<file path="src/rtl/mmio_arb_pkg.sv">
// Shared types and constants for the two-port MMIO arbiter.
package mmio_arb_pkg;

   typedef enum logic {
      ARB    = 1'b0,
      LOCKED = 1'b1
   } arb_state_e;

   localparam logic P0 = 1'b0;
   localparam logic P1 = 1'b1;

   localparam int ADDR_W_DEF = 13;
   localparam int DATA_W_DEF = 32;

endpackage

</file>
<file path="src/rtl/mmio_arbiter_if.sv">
// Requester and memory-side signals of the MMIO arbiter, bundled for port use.
interface mmio_arbiter_if #(
   parameter int ADDR_W = 13,
   parameter int DATA_W = 32
);

   // Handshake: a requester raises reqN with wrenN/addrN/wdataN and holds them
   // stable until gntN=1; the access is accepted in that very cycle. reqN may
   // drop without a grant. A granted read returns rdata with rvalidN one cycle later.
   logic              req0,   req1;
   logic              wren0,  wren1;
   logic              lock0,  lock1;
   logic [ADDR_W-1:0] addr0,  addr1;
   logic [DATA_W-1:0] wdata0, wdata1;
   logic              gnt0,   gnt1;
   logic              rvalid0, rvalid1;
   logic [DATA_W-1:0] rdata;

   logic [ADDR_W-1:0] mem_addr;
   logic [DATA_W-1:0] mem_wdata;
   logic              mem_wren;
   logic [DATA_W-1:0] mem_rdata;

   modport master (
      output req0, req1, wren0, wren1, lock0, lock1,
      output addr0, addr1, wdata0, wdata1,
      input  gnt0, gnt1, rvalid0, rvalid1, rdata
   );

   modport slave (
      input  req0, req1, wren0, wren1, lock0, lock1,
      input  addr0, addr1, wdata0, wdata1, mem_rdata,
      output gnt0, gnt1, rvalid0, rvalid1, rdata,
      output mem_addr, mem_wdata, mem_wren
   );

   modport mem (
      input  mem_addr, mem_wdata, mem_wren,
      output mem_rdata
   );

endinterface

</file>
<file path="src/rtl/mmio_arbiter_rr_pick2.sv">
// Combinational two-way round-robin pick; on contention the port that did not win last goes.
module rr_pick2
   import mmio_arb_pkg::*;
(
   input  logic [1:0] req,
   input  logic       last,
   output logic [1:0] gnt,
   output logic       winner
);

   always_comb begin
      gnt    = 2'b00;
      winner = last;
      case (req)
         2'b01: begin
            gnt    = 2'b01;
            winner = P0;
         end
         2'b10: begin
            gnt    = 2'b10;
            winner = P1;
         end
         2'b11: begin
            if (last == P1) begin
               gnt    = 2'b01;
               winner = P0;
            end else begin
               gnt    = 2'b10;
               winner = P1;
            end
         end
         default: ;
      endcase
   end

endmodule

</file>
<file path="src/rtl/mmio_arbiter.sv">
// Round-robin arbiter sharing the MMIO port between processor (port 0) and engine (port 1).
// Define MMIO_ARB_LOCK_EN to enable bounded locked bursts (LOCKED state, MAX_LOCK).
module mmio_arbiter
   import mmio_arb_pkg::*;
#(
   parameter int ADDR_W   = ADDR_W_DEF,
   parameter int DATA_W   = DATA_W_DEF,
   parameter int MAX_LOCK = 8
) (
   input  logic                          clock,
   input  logic                          reset,
   mmio_arbiter_if.slave                 bus,
   output arb_state_e                    dbg_state,
   output logic [$clog2(MAX_LOCK+1)-1:0] dbg_count
);

   localparam int CNT_W = $clog2(MAX_LOCK + 1);

   logic              last;
   logic [1:0]        pick_gnt;
   logic              pick_win;
   logic [1:0]        gnt_v;
   logic              any_gnt;
   logic [1:0]        rd_v;
   logic [ADDR_W-1:0] addr_sel;
   logic [DATA_W-1:0] wdata_sel;
   logic              rvalid0_q, rvalid1_q;
   logic [DATA_W-1:0] rdata_q;

   rr_pick2 u_pick (
      .req    ({bus.req1, bus.req0}),
      .last   (last),
      .gnt    (pick_gnt),
      .winner (pick_win)
   );

`ifdef MMIO_ARB_LOCK_EN
   arb_state_e       state;
   logic             owner;
   logic [CNT_W-1:0] count;
   logic             win_lock;
   logic             owner_req;
   logic             owner_lock;

   assign win_lock   = (pick_win == P1) ? bus.lock1 : bus.lock0;
   assign owner_req  = (owner == P1) ? bus.req1 : bus.req0;
   assign owner_lock = (owner == P1) ? bus.lock1 : bus.lock0;

   always_comb begin
      gnt_v = pick_gnt;
      if (state == LOCKED) gnt_v = (owner == P1) ? {bus.req1, 1'b0} : {1'b0, bus.req0};
      if (reset) gnt_v = 2'b00;
   end

   // Releasing hands `last` to the owner so the other port wins the next contest.
   always_ff @(posedge clock or posedge reset) begin
      if (reset) begin
         state <= ARB;
         last  <= P1;
         owner <= P0;
         count <= '0;
      end else begin
         case (state)
            ARB: begin
               if (any_gnt) begin
                  last <= pick_win;
                  if (win_lock && (MAX_LOCK > 1)) begin
                     state <= LOCKED;
                     owner <= pick_win;
                     count <= CNT_W'(1);
                  end
               end
            end
            LOCKED: begin
               if (owner_req) begin
                  last <= owner;
                  if (!owner_lock || (count >= CNT_W'(MAX_LOCK - 1))) begin
                     state <= ARB;
                     count <= '0;
                  end else begin
                     count <= count + CNT_W'(1);
                  end
               end else if (!owner_lock) begin
                  state <= ARB;
                  count <= '0;
                  last  <= owner;
               end
            end
            default: state <= ARB;
         endcase
      end
   end

   assign dbg_state = state;
   assign dbg_count = count;
`else
   always_comb begin
      gnt_v = pick_gnt;
      if (reset) gnt_v = 2'b00;
   end

   always_ff @(posedge clock or posedge reset) begin
      if (reset) begin
         last <= P1;
      end else if (any_gnt) begin
         last <= pick_win;
      end
   end

   assign dbg_state = ARB;
   assign dbg_count = '0;
`endif

   assign any_gnt  = |gnt_v;
   assign bus.gnt0 = gnt_v[0];
   assign bus.gnt1 = gnt_v[1];

   // With no grant the memory port sees zeros rather than a stale requester.
   always_comb begin
      addr_sel  = '0;
      wdata_sel = '0;
      if (gnt_v[0]) begin
         addr_sel  = bus.addr0;
         wdata_sel = bus.wdata0;
      end else if (gnt_v[1]) begin
         addr_sel  = bus.addr1;
         wdata_sel = bus.wdata1;
      end
   end

   assign bus.mem_addr  = addr_sel;
   assign bus.mem_wdata = wdata_sel;
   assign bus.mem_wren  = (gnt_v[0] & bus.wren0) | (gnt_v[1] & bus.wren1);

   assign rd_v = {gnt_v[1] & ~bus.wren1, gnt_v[0] & ~bus.wren0};

   always_ff @(posedge clock or posedge reset) begin
      if (reset) begin
         rvalid0_q <= 1'b0;
         rvalid1_q <= 1'b0;
         rdata_q   <= '0;
      end else begin
         rvalid0_q <= rd_v[0];
         rvalid1_q <= rd_v[1];
         if (|rd_v) rdata_q <= bus.mem_rdata;
      end
   end

   assign bus.rvalid0 = rvalid0_q;
   assign bus.rvalid1 = rvalid1_q;
   assign bus.rdata   = rdata_q;

endmodule

</file>
<file path="src/flat_wrapper.sv">
// flat-port wrapper written by rule: the top's interface ports become plain ports
module mmio_arbiter_flat import mmio_arb_pkg::*;
#(
   parameter int ADDR_W   = ADDR_W_DEF,
   parameter int DATA_W   = DATA_W_DEF,
   parameter int MAX_LOCK = 8
)
  (clock, reset, dbg_state, dbg_count, bus_req0, bus_req1, bus_wren0, bus_wren1, bus_lock0, bus_lock1, bus_addr0, bus_addr1, bus_wdata0, bus_wdata1, bus_mem_rdata, bus_gnt0, bus_gnt1, bus_rvalid0, bus_rvalid1, bus_rdata, bus_mem_addr, bus_mem_wdata, bus_mem_wren);
  mmio_arbiter_if #(.ADDR_W(ADDR_W), .DATA_W(DATA_W)) bus_i ();
  input  logic clock;
  input  logic reset;
  output arb_state_e dbg_state;
  output logic [$clog2(MAX_LOCK+1)-1:0] dbg_count;
  input wire logic [$bits(bus_i.req0)-1:0] bus_req0;
  input wire logic [$bits(bus_i.req1)-1:0] bus_req1;
  input wire logic [$bits(bus_i.wren0)-1:0] bus_wren0;
  input wire logic [$bits(bus_i.wren1)-1:0] bus_wren1;
  input wire logic [$bits(bus_i.lock0)-1:0] bus_lock0;
  input wire logic [$bits(bus_i.lock1)-1:0] bus_lock1;
  input wire logic [$bits(bus_i.addr0)-1:0] bus_addr0;
  input wire logic [$bits(bus_i.addr1)-1:0] bus_addr1;
  input wire logic [$bits(bus_i.wdata0)-1:0] bus_wdata0;
  input wire logic [$bits(bus_i.wdata1)-1:0] bus_wdata1;
  input wire logic [$bits(bus_i.mem_rdata)-1:0] bus_mem_rdata;
  output wire logic [$bits(bus_i.gnt0)-1:0] bus_gnt0;
  output wire logic [$bits(bus_i.gnt1)-1:0] bus_gnt1;
  output wire logic [$bits(bus_i.rvalid0)-1:0] bus_rvalid0;
  output wire logic [$bits(bus_i.rvalid1)-1:0] bus_rvalid1;
  output wire logic [$bits(bus_i.rdata)-1:0] bus_rdata;
  output wire logic [$bits(bus_i.mem_addr)-1:0] bus_mem_addr;
  output wire logic [$bits(bus_i.mem_wdata)-1:0] bus_mem_wdata;
  output wire logic [$bits(bus_i.mem_wren)-1:0] bus_mem_wren;
  assign bus_i.req0 = bus_req0;
  assign bus_i.req1 = bus_req1;
  assign bus_i.wren0 = bus_wren0;
  assign bus_i.wren1 = bus_wren1;
  assign bus_i.lock0 = bus_lock0;
  assign bus_i.lock1 = bus_lock1;
  assign bus_i.addr0 = bus_addr0;
  assign bus_i.addr1 = bus_addr1;
  assign bus_i.wdata0 = bus_wdata0;
  assign bus_i.wdata1 = bus_wdata1;
  assign bus_i.mem_rdata = bus_mem_rdata;
  assign bus_gnt0 = bus_i.gnt0;
  assign bus_gnt1 = bus_i.gnt1;
  assign bus_rvalid0 = bus_i.rvalid0;
  assign bus_rvalid1 = bus_i.rvalid1;
  assign bus_rdata = bus_i.rdata;
  assign bus_mem_addr = bus_i.mem_addr;
  assign bus_mem_wdata = bus_i.mem_wdata;
  assign bus_mem_wren = bus_i.mem_wren;
  mmio_arbiter #(.ADDR_W(ADDR_W), .DATA_W(DATA_W), .MAX_LOCK(MAX_LOCK)) u_core (.clock(clock), .reset(reset), .bus(bus_i), .dbg_state(dbg_state), .dbg_count(dbg_count));
endmodule
</file>
<file path="config.mk">
export PLATFORM = sky130hd
export DESIGN_NAME = mmio_arbiter_flat
export DESIGN_NICKNAME = d
export VERILOG_FILES = /design/src/rtl/mmio_arb_pkg.sv /design/src/rtl/mmio_arbiter_if.sv /design/src/rtl/mmio_arbiter_rr_pick2.sv /design/src/rtl/mmio_arbiter.sv /design/src/flat_wrapper.sv
export SDC_FILE = /design/constraint.sdc
export NUM_CORES = 1
export LEC_CHECK = 0
export BUFFER_PORTS_ARGS = -buffer_cell sky130_fd_sc_hd__buf_2
export CORE_AREA = 2 2 84 86
export DETAILED_ROUTE_END_ITERATION = 8
export DIE_AREA = 0 0 86 88
export PLACE_DENSITY = 0.71
export SLEW_MARGIN = 10
export SYNTH_ARGS = -nofsm -noshare
export SYNTH_HDL_FRONTEND = slang
export SYNTH_SLANG_ARGS = --single-unit
</file>
<file path="constraint.sdc">
create_clock -name clock -period 2.1 [get_ports clock]
set_input_delay 0.21 -clock clock [delete_from_list [all_inputs] [get_ports clock]]
set_output_delay 0.21 -clock clock [all_outputs]
set_load 0.01 [all_outputs]
</file>
==> run_results.csv, run 1 <==
group,metric,value,unit
layout,n_antenna_cell,0,
power,power_density,743,nW/um^2
yosys,synth_seq_cells,35,
layout,fillers,651,
global_route,grt_pass1_vias,1728,
yosys,yosysWarningCount,0,
yosys,postSynthCellCount,145,
route,avgRoutedWirePerCell,14.4,um
clock_network,numCtsBuffers,5,
layout,final_nets,485,
clock_network,clockBufferDepth,2,
placement,dpl.cell_count,428,
clock_network,path_clk_slew,70,ps
clock_network,cts.sink_count,35,
layout,drive_above_1_share,71.9,%
die,dieArea,7570,um^2
yosys,yosys.cell_types.count,19,
yosys,synth_seq_area_share,47.5,%
global_route,overflow,0,
layout,instances_no_fill,436,
timing,finalCriticalPeriod,1970,ps
die,rows,30,
die,initial_core_util,27.8,%
timing,setup_viol,0,
timing,hold_ws,19.6,ps
power,p_leak,1.73,nW
route,via_per_inst,4.59,
clock_network,worstSkewPairLatency,270,ps
timing,finalMaxSlewViolations,0,
setup_path,required,1890,ps
placement,io_buffers,209,
route,postRouteAntennaNets,0,
placement,gp_congestion,0.695,
yosys,netlist_area,1850,um^2
timing,max_freq,0.506,GHz
die,die_w,86,um
power,ir_worst_vdd,0.532,mV
die,die_h,88,um
clock_network,htreeDepth,2,
timing,tns,0,ps
route,drt_pass1_iterations,4,
flow_run,maxCapViolations,0,
clock_network,ctsHoldBuffers,0,
clock_network,cts_resized,0,
global_route,grt_util_all_layers,14.2,%
clock_network,cts_tree,"built",
timing,skew,5.24,ps
timing,finalHoldViolCount,0,
setup_path,cp_max_fo,20,
route,drc,0,
global_route,grt_max_degree,36,
setup_path,endpoint_kind,"output port",
route,drt-total-wl,6280,um
timing,grt_setup_unrepaired,"false",
placement,hpwl,5220,um
setup_path,worstPathArrival,1760,ps
die,io_pins,217,
route,vias,2003,
layout,fin_util,46.2,%
die,core,6640,um^2
global_route,antenna_found_initial,0,
clock_network,clock-root-buffer,"clkbuf_8",
status,outcome,"finished clean",
global_route,grt_pass1_wl,8560,um
setup_path,path_class,"flop to output port",
timing,post-route-period-util,94.0,%
clock_network,postCtsSetupBuffers,0,
yosys,syn_area_per_cell,12.7,um^2
setup_path,crit_path_start_kind,"flop",
route,drt_iter0_markers,47,
layout,syn2layout_area_growth,66.3,%
min_path,hp-class,"input pin to asynchronous set/reset pin",
worst max-delay path, cell delays in order, from the launching register on:
cell      delay [ps]
dfstp_2          590
nand2b_1         140
and3_2           220
buf_4            230
a22o_1           180
buf_2            130
stage by stage:
step                worst slack [ps]  cell area, um^2  power (mW)
global placement                 348             2960        1.70
global route                    22.6             3070        2.43
detailed placement               294             2960        1.73
floorplan                       9.20             1860        1.34
CTS                             50.4             3070        2.32
finish                           125             3070        2.28
state kept, by name, indices dropped and copies added, names as in the netlist:
name,flops
u_core.bus.rvalid0,1
u_core.bus.rvalid1,1
u_core.bus.rdata,32
u_core.last,1
cells in the final DEF (no fill, tap or decap), drive strengths merged:
master  instances
buf           217
a22o           46
dfrtp          34
mux2           32
clkbuf          7
conb            5
a21oi           3
nand2           2
nand3b          2
nor2b           2
nand2b          1
inv             1
a31oi           1
and3            1
bufinv          1
dfstp           1
report_power, final:
part / leakage, nW / internal, mW / switching, mW
logic: 1.26 / 0.424 / 0.369
clock network: 0.0524 / 0.355 / 0.222
registers: 0.414 / 0.834 / 0.0791
total: 1.73 / 1.61 / 0.670
final timing paths:
kind                                             startpoint                               end  slack [ps]  cells past startpoint
hold reg to reg            u_core.bus.rdata[17]$_DFFE_PP0P_  u_core.bus.rdata[17]$_DFFE_PP0P_         490                      1
setup / recovery                    u_core.last$_DFFE_PP1P_                      bus_mem_wren         130                      5
max in group asynchronous                             reset   u_core.bus.rdata[0]$_DFFE_PP0P_        1790                      3
hold / removal                                        reset   u_core.bus.rdata[9]$_DFFE_PP0P_          20                      3
setup reg to reg                    u_core.last$_DFFE_PP1P_  u_core.bus.rdata[30]$_DFFE_PP0P_         290                      5
min in group clock                                bus_wren1      u_core.bus.rvalid1$_DFF_PP0_         140                      2
routing by layer:
layer,up-vias,share of wire (%),track usage [%]
li1,963,-,-
met1,938,39,18.1
met2,102,52,25.0
met3,0,9.4,4.34
met4,0,0,0.866
met5,-,0,0
layout make-up:
class / count / area [um^2] / area share [%]
flip-flops and latches: 35 / 877 / 28.6
multi-input cells: 95 / 875 / 28.5
repair buffers: 217 / 1110 / 36.1
well taps: 80 / 100 / 3.26
clock inverters: 1 / 30.0 / 0.978
clock buffers: 7 / 76.3 / 2.48
inverters: 1 / 3.75 / 0.122
Yosys cell counts:
cell | instances | area share (%)
a21oi_1 | 2 | 0.54
a21oi_4 | 1 | 0.88
a22o_1 | 46 | 22
a31oi_1 | 1 | 0.34
and3_1 | 1 | 0.34
buf_2 | 8 | 2.2
buf_4 | 5 | 2.0
buf_6 | 3 | 1.8
clkbuf_1 | 2 | 0.41
conb_1 | 1 | 0.20
dfrtp_1 | 34 | 46
dfstp_2 | 1 | 1.4
inv_1 | 1 | 0.20
mux2_1 | 3 | 1.8
mux2_2 | 29 | 18
nand2_1 | 2 | 0.41
nand2b_1 | 1 | 0.34
nand3b_1 | 2 | 0.81
nor2b_1 | 2 | 0.68
logic make-up after synthesis:
group / share of synthesized area [%]
compound gates: 23.6
flops: 47.5
mux: 19.5
buf+inv: 6.64
simple gates: 2.57
other cells: 0.203
Power figures use the tool's default switching activity.
==> run 2, diff against run 1 <==
==> constraint.sdc (replaced) <==
create_clock -name clock -period 2.1 [get_ports clock]
set_input_delay 0.42 -clock clock [delete_from_list [all_inputs] [get_ports clock]]
set_output_delay 0.42 -clock clock [all_outputs]
set_load 0.01 [all_outputs]
==> run 2 against run 1 <==
Against the previous run:
- routed wire length up 7.1%
- critical path type unchanged
- power shrank 2.3%
- first-iteration DRC count is 30% higher
- worst setup slack got worse by 100 ps
- clock power shrank 18%
- global-route usage is 0.80 points higher
- highest routed layer is now met4
- worst hold slack improved by 300 ps
- core utilization rose by 1.1 points
- sequential power shrank 0.5%
- largest cell class unchanged
==> run_results.csv, run 2 (synthesis gave the netlist of run 1 again) <==
group,metric,value,unit
status,outcome,"finished clean",
clock_network,path_clk_slew,70,ps
global_route,antenna_found_initial,0,
die,die_w,86,um
layout,final_common_cell,"buf_2",
clock_network,ctsHoldBuffers,0,
global_route,grt_util_all_layers,15.0,%
placement,hpwl,5110,um
layout,largest_reg_flops,32,
route,vias,2050,
placement,gp_congestion,0.673,
die,rows,30,
clock_network,numCtsBuffers,5,
flow_run,maxCapViolations,0,
layout,drive_above_1_share,73.0,%
route,via_per_inst,4.71,
placement,io_buffers,209,
layout,final_cell_mix,"buf_2 (207), a22o_1 (46), dfrtp_1 (34)",
route,drt_pass1_iterations,4,
timing,finalMaxSlewViolations,0,
power,ir_worst_vdd,0.375,mV
route,postRouteAntennaNets,0,
timing,finalHoldViolCount,0,
die,dieArea,7570,um^2
setup_path,required,1680,ps
layout,n_antenna_cell,0,
min_path,hp-class,"input pin to asynchronous set/reset pin",
setup_path,path_class,"flop to output port",
clock_network,htreeDepth,2,
layout,final_nets,485,
layout,seqCellArea,877,um^2
route,drt-total-wl,6720,um
layout,syn2layout_area_growth,70.4,%
global_route,grt_pass1_wl,8760,um
die,io_pins,217,
timing,skew,4.40,ps
setup_path,slowest_stage,"dfstp_2",
die,core,6640,um^2
setup_path,critPathLaunch,"u_core.last$_DFFE_PP1P_",
timing,post-route-period-util,98.9,%
timing,finalCriticalPeriod,2080,ps
power,p_leak,1.74,nW
route,drc,0,
setup_path,r2r_start,"u_core.last$_DFFE_PP1P_",
setup_path,slowest_delay,550,ps
global_route,overflow,0,
setup_path,crit_path_start_kind,"flop",
setup_path,worstPathArrival,1660,ps
setup_path,endpoint_kind,"output port",
setup_path,crit_buf_inv,2,
layout,design_area,3150,um^2
route,drt_iter0_markers,61,
timing,hold_ws,318,ps
layout,multi_input_area,886,um^2
timing,grt_setup_unrepaired,"true",
setup_path,crit_chain,"nand2b_4, and3_4, clkbuf_16, a22o_1, buf_2",
route,avgRoutedWirePerCell,15.4,um
clock_network,cts.sink_count,35,
clock_network,clock-root-buffer,"clkbuf_8",
clock_network,worstSkewPairLatency,280,ps
global_route,grt_max_degree,49,
setup_path,cp_top_family,"flip-flops",
layout,fillers,622,
clock_network,cts_tree,"built",
timing,max_freq,0.481,GHz
clock_network,clockBufferDepth,2,
power,power_density,709,nW/um^2
setup_path,cp_max_fo,12,
die,die_h,88,um
placement,dpl_cell_area,2980,um^2
timing,setup_viol,0,
global_route,grt_pass1_vias,1689,
die,initial_core_util,27.8,%
==> run 2: changes by cell type in the layout (fill, tap and decap cells not counted), moves of 2 or more <==
cell      delta
buf_12       +3
buf_2        -2
buf_4        -4
clkbuf_1     -2
==> run 2: layout make-up <==
class                      count  share of cell area, %
clock buffer                   5                   2.19
clock inverter                 2                  0.437
inverter                       1                  0.239
multi-input combinational     95                   28.2
sequential                    35                   27.9
tap                           80                   3.18
timing repair buffer         217                   37.9
==> run 2: metrics by stage <==
stage	setup slack, ps	TNS [ps]	std cells	power (mW)	utilization [%]
6_report	22.8	0	435	2.23	47.4
5_1_grt	-42.0	-882	435	2.36	47.4
4_1_cts	-55.1	-551	432	2.24	46.7
3_5_place_dp	225	0	424	1.74	44.8
3_3_place_gp	276	0	424	1.71	44.8
2_1_floorplan	-98.3	-2030	149	1.34	-
==> run 2: routing by layer <==
layer	vias to the layer above	routed length, um	global-route usage [%]
li1	967	-	-
met1	974	2680	19.1
met2	103	3430	25.7
met3	6	566	4.24
met4	0	44	3.03
met5	-	0	0
==> run 2: power breakdown <==
group	switching, mW	internal (mW)	total (mW)	leakage [nW]
registers	0.0741	0.834	0.908	0.414
logic	0.392	0.457	0.850	1.28
clock network	0.246	0.227	0.472	0.0440
==> run 2: path summary, 6_finish.rpt <==
kind,endpoint,slack [ps],depth (start not counted)
setup / recovery,bus_mem_wdata[0],20,5
hold / removal,u_core.bus.rdata[7]$_DFFE_PP0P_,320,3
setup reg to reg,u_core.bus.rdata[8]$_DFFE_PP0P_,410,5
hold reg to reg,u_core.bus.rdata[17]$_DFFE_PP0P_,490,1
max in group asynchronous,u_core.last$_DFFE_PP1P_,1440,3
min in group clock,u_core.bus.rvalid1$_DFF_PP0_,340,2
==> run 2: timing repair <==
item | in CTS | in global routing
setup endpoints to repair | 46 | 46
cloned | 1 | 1
buffers inserted | 0 | 2
pin swaps | 10 | 3
gates resized for setup | 3 | 1
==> run 2: worst reg2reg max path: cells and delay by family, from the launching register on <==
kind | cells | cell delay [ps]
DFF | 1 | 550
muxes | 1 | 370
and+or+nand+nor | 2 | 250
buffers and inverters | 1 | 220
AOI/OAI and AO/OA | 1 | 190
==> run 3, diff against run 2 <==
--- a/config.mk
+++ b/config.mk
@@ -5,11 +5,12 @@
 export SDC_FILE = /design/constraint.sdc
 export NUM_CORES = 1
 export LEC_CHECK = 0
+export ABC_AREA = 1
 export BUFFER_PORTS_ARGS = -buffer_cell sky130_fd_sc_hd__buf_2
 export CORE_AREA = 2 2 84 86
 export DETAILED_ROUTE_END_ITERATION = 8
 export DIE_AREA = 0 0 86 88
-export PLACE_DENSITY = 0.71
+export PLACE_DENSITY = 0.75
 export SLEW_MARGIN = 10
 export SYNTH_ARGS = -nofsm -noshare
 export SYNTH_HDL_FRONTEND = slang
==> run 3 against run 2 <==
Against the previous run:
- first-iteration DRC count rose by 49%
- clock-buffer cell count rose by 1
- global-route usage rose by 1.7 points
- clock skew rose by 6.6 ps
- worst setup slack improved by 92 ps
- combinational power fell by 6.5%
- critical path depth rose by 3
- critical path type unchanged
==> run_results.csv, run 3 <==
group,metric,value,unit
status,outcome,"finished clean",
global_route,antenna_found_initial,0,
clock_network,clockBufferDepth,2,
yosys,yosysWarningCount,0,
die,io_pins,217,
yosys,synth_seq_area_share,42.4,%
placement,io_buffers,209,
route,drt-total-wl,7140,um
timing,grt_setup_unrepaired,"false",
yosys,synth_top_area_share,41.2,%
timing,slew-limit-headroom,62.2,%
layout,final_cell_mix,"buf_2 (209), nand2_1 (200), dfrtp_1 (34)",
yosys,postSynthCellCount,312,
layout,final_common_cell,"buf_2",
setup_path,r2r_start,"u_core.last$_DFFE_PP1P_",
route,via_per_inst,4.48,
die,core,6640,um^2
clock_network,cts.sink_count,35,
die,die_w,86,um
route,drc,0,
layout,drive_above_1_share,45.6,%
yosys,synth.mux.area_fraction,0,%
yosys,synth_top_family_by_area,"simple AND/OR/NAND/NOR gates",
clock_network,cts_tree,"built",
layout,largest_reg_flops,32,
yosys,synth-edff-count,0,
power,p_total,2.17,mW
yosys,synth_commonest_cells,"nand2_1 (202), dfrtp_1 (34), nand3_1 (32), buf_4 (11), inv_1 (9)",
global_route,grt_util_all_layers,16.8,%
yosys,synth_compound_area_share,0.545,%
route,drt_pass1_iterations,4,
setup_path,path_class,"flop to output port",
timing,worst_slew_pin_slew,564,ps
power,ir_worst_vdd,0.434,mV
global_route,overflow,0,
yosys,synthTopCellsByArea,"dfrtp_1 (41%), nand2_1 (37%), nand3_1 (7.7%), buf_4 (4.0%), buf_6 (2.2%)",
yosys,synthXorXnorAreaFrac,0,%
die,die_h,88,um
yosys,netlist_area,2070,um^2
timing,tns,0,ps
power,power_density,665,nW/um^2
setup_path,required,1680,ps
global_route,grt_pass1_vias,2285,
placement,hpwl,5520,um
yosys,syn_area_per_cell,6.62,um^2
setup_path,cp_max_fo,19,
yosys,synth_most_common_cell,"nand2_1",
yosys,synth_ff_type,"dfrtp_1",
power,p_leak,2.18,nW
timing,finalCriticalPeriod,1990,ps
layout,final_nets,649,
timing,setup_ws,115,ps
die,rows,30,
setup_path,r2r_end,"u_core.bus.rdata[27]$_DFFE_PP0P_",
yosys,yosys.cell_types.count,16,
route,postRouteAntennaNets,0,
timing,max_freq,0.504,GHz
placement,pre_cts_ws,225,ps
timing,finalMaxSlewViolations,0,
die,dieArea,7570,um^2
yosys,synth_fa_ha_area_share,0,%
timing,setup_viol,0,
setup_path,endpoint_kind,"output port",
clock_network,worstSkewPairLatency,290,ps
layout,syn2layout_area_growth,57.9,%
min_path,hp-class,"input pin to asynchronous set/reset pin",
flow_run,maxCapViolations,0,
timing,skew,11.0,ps
setup_path,ff2ff_path_depth,6,
clock_network,path_clk_slew,60,ps
setup_path,worstPathArrival,1570,ps
timing,finalHoldViolCount,0,
route,drt_iter0_markers,91,
clock_network,htreeDepth,2,
route,vias,2685,
setup_path,r2r_slack,590,ps
route,avgRoutedWirePerCell,11.9,um
timing,post-route-period-util,94.5,%
placement,gp_congestion,0.779,
die,initial_core_util,31.1,%
clock_network,clock-root-buffer,"clkbuf_8",
clock_network,numCtsBuffers,5,
yosys,synthSimpleGateAreaFrac,46.6,%
yosys,synth_async_sr_flop_share,100,%
global_route,grt_max_degree,38,
yosys,synth_seq_cells,35,
global_route,grt_pass1_wl,10200,um
layout,n_antenna_cell,0,
yosys,yosysTopAreaCell,"dfrtp_1",
setup_path,crit_path_start_kind,"flop",
## run 3: worst max-delay path by stage
stage,from,endpoint,cells past startpoint,slack [ps]
2_1_floorplan,u_core.last$_DFFE_PP1P_,bus_mem_wdata[10],7,530
3_3_place_gp,reset,bus_mem_wdata[13],8,260
3_5_place_dp,reset,bus_mem_wdata[13],8,220
4_1_cts,u_core.last$_DFFE_PP1P_,bus_mem_wdata[7],8,20
5_1_grt,u_core.last$_DFFE_PP1P_,bus_mem_wdata[13],8,10
6_report,u_core.last$_DFFE_PP1P_,bus_mem_wdata[18],8,110
## run 3: worst max-delay path, cell delays in order (launching register included)
cell and delay [ps]:
dfstp_2 550, inv_1 60, nand2_2 90, nand2_4 70, clkinv_4 100, buf_12 140
nand2_1 80, nand2_1 60, buf_2 120
## run 3: area by class of cell
type | count | area [um^2]
clock buffers | 6 | 72.6
clock inverters | 2 | 12.5
flip-flops and latches | 35 | 877
well taps | 80 | 100
repair buffers | 219 | 1150
fillers | 681 | 3380
multi-input cells | 247 | 1000
inverters | 11 | 48.8
## run 3: cell families (layout without fill, tap and decap cells)
family                 count (synthesis)  after routing
buffers and inverters                 34            238
AND/OR/NAND/NOR                      240            240
other                                  1              5
flip-flops                            35             35
AO/OA/AOI/OAI                          2              2
## run 3: power by group
part | internal, mW | switching, mW | total (mW)
sequential | 0.821 | 0.0765 | 0.898
combinational | 0.362 | 0.433 | 0.795
clock | 0.232 | 0.246 | 0.477
total | 1.41 | 0.755 | 2.17
## run 3: through the flow
stage	cell area, um^2	hold slack [ps]	util [%]	cells
after floorplan	2080	523	-	316
after global placement	3140	470	47.2	589
after detailed placement	3140	484	47.2	589
after CTS	3230	176	48.5	597
after global routing	3260	179	49.1	600
final	3260	189	49.1	600
## run 3: repair_timing
item | in CTS | in global routing
gates cloned | 0 | 0
gates resized for setup | 1 | 6
setup buffers | 0 | 3
endpoints found under the setup margin | 2 | 36
pin swaps | 0 | 0
hold buffers | 0 | 0
hold endpoints to repair | 0 | 0
## run 3: per-layer routing
layer  part of all wire, %  vias to the layer above  track usage, %
li1                      -                     1351               -
met1                    38                     1190            19.3
met2                    51                      135            29.9
met3                    10                        9            5.28
met4                   1.3                        0            4.91
met5                     0                        -               0
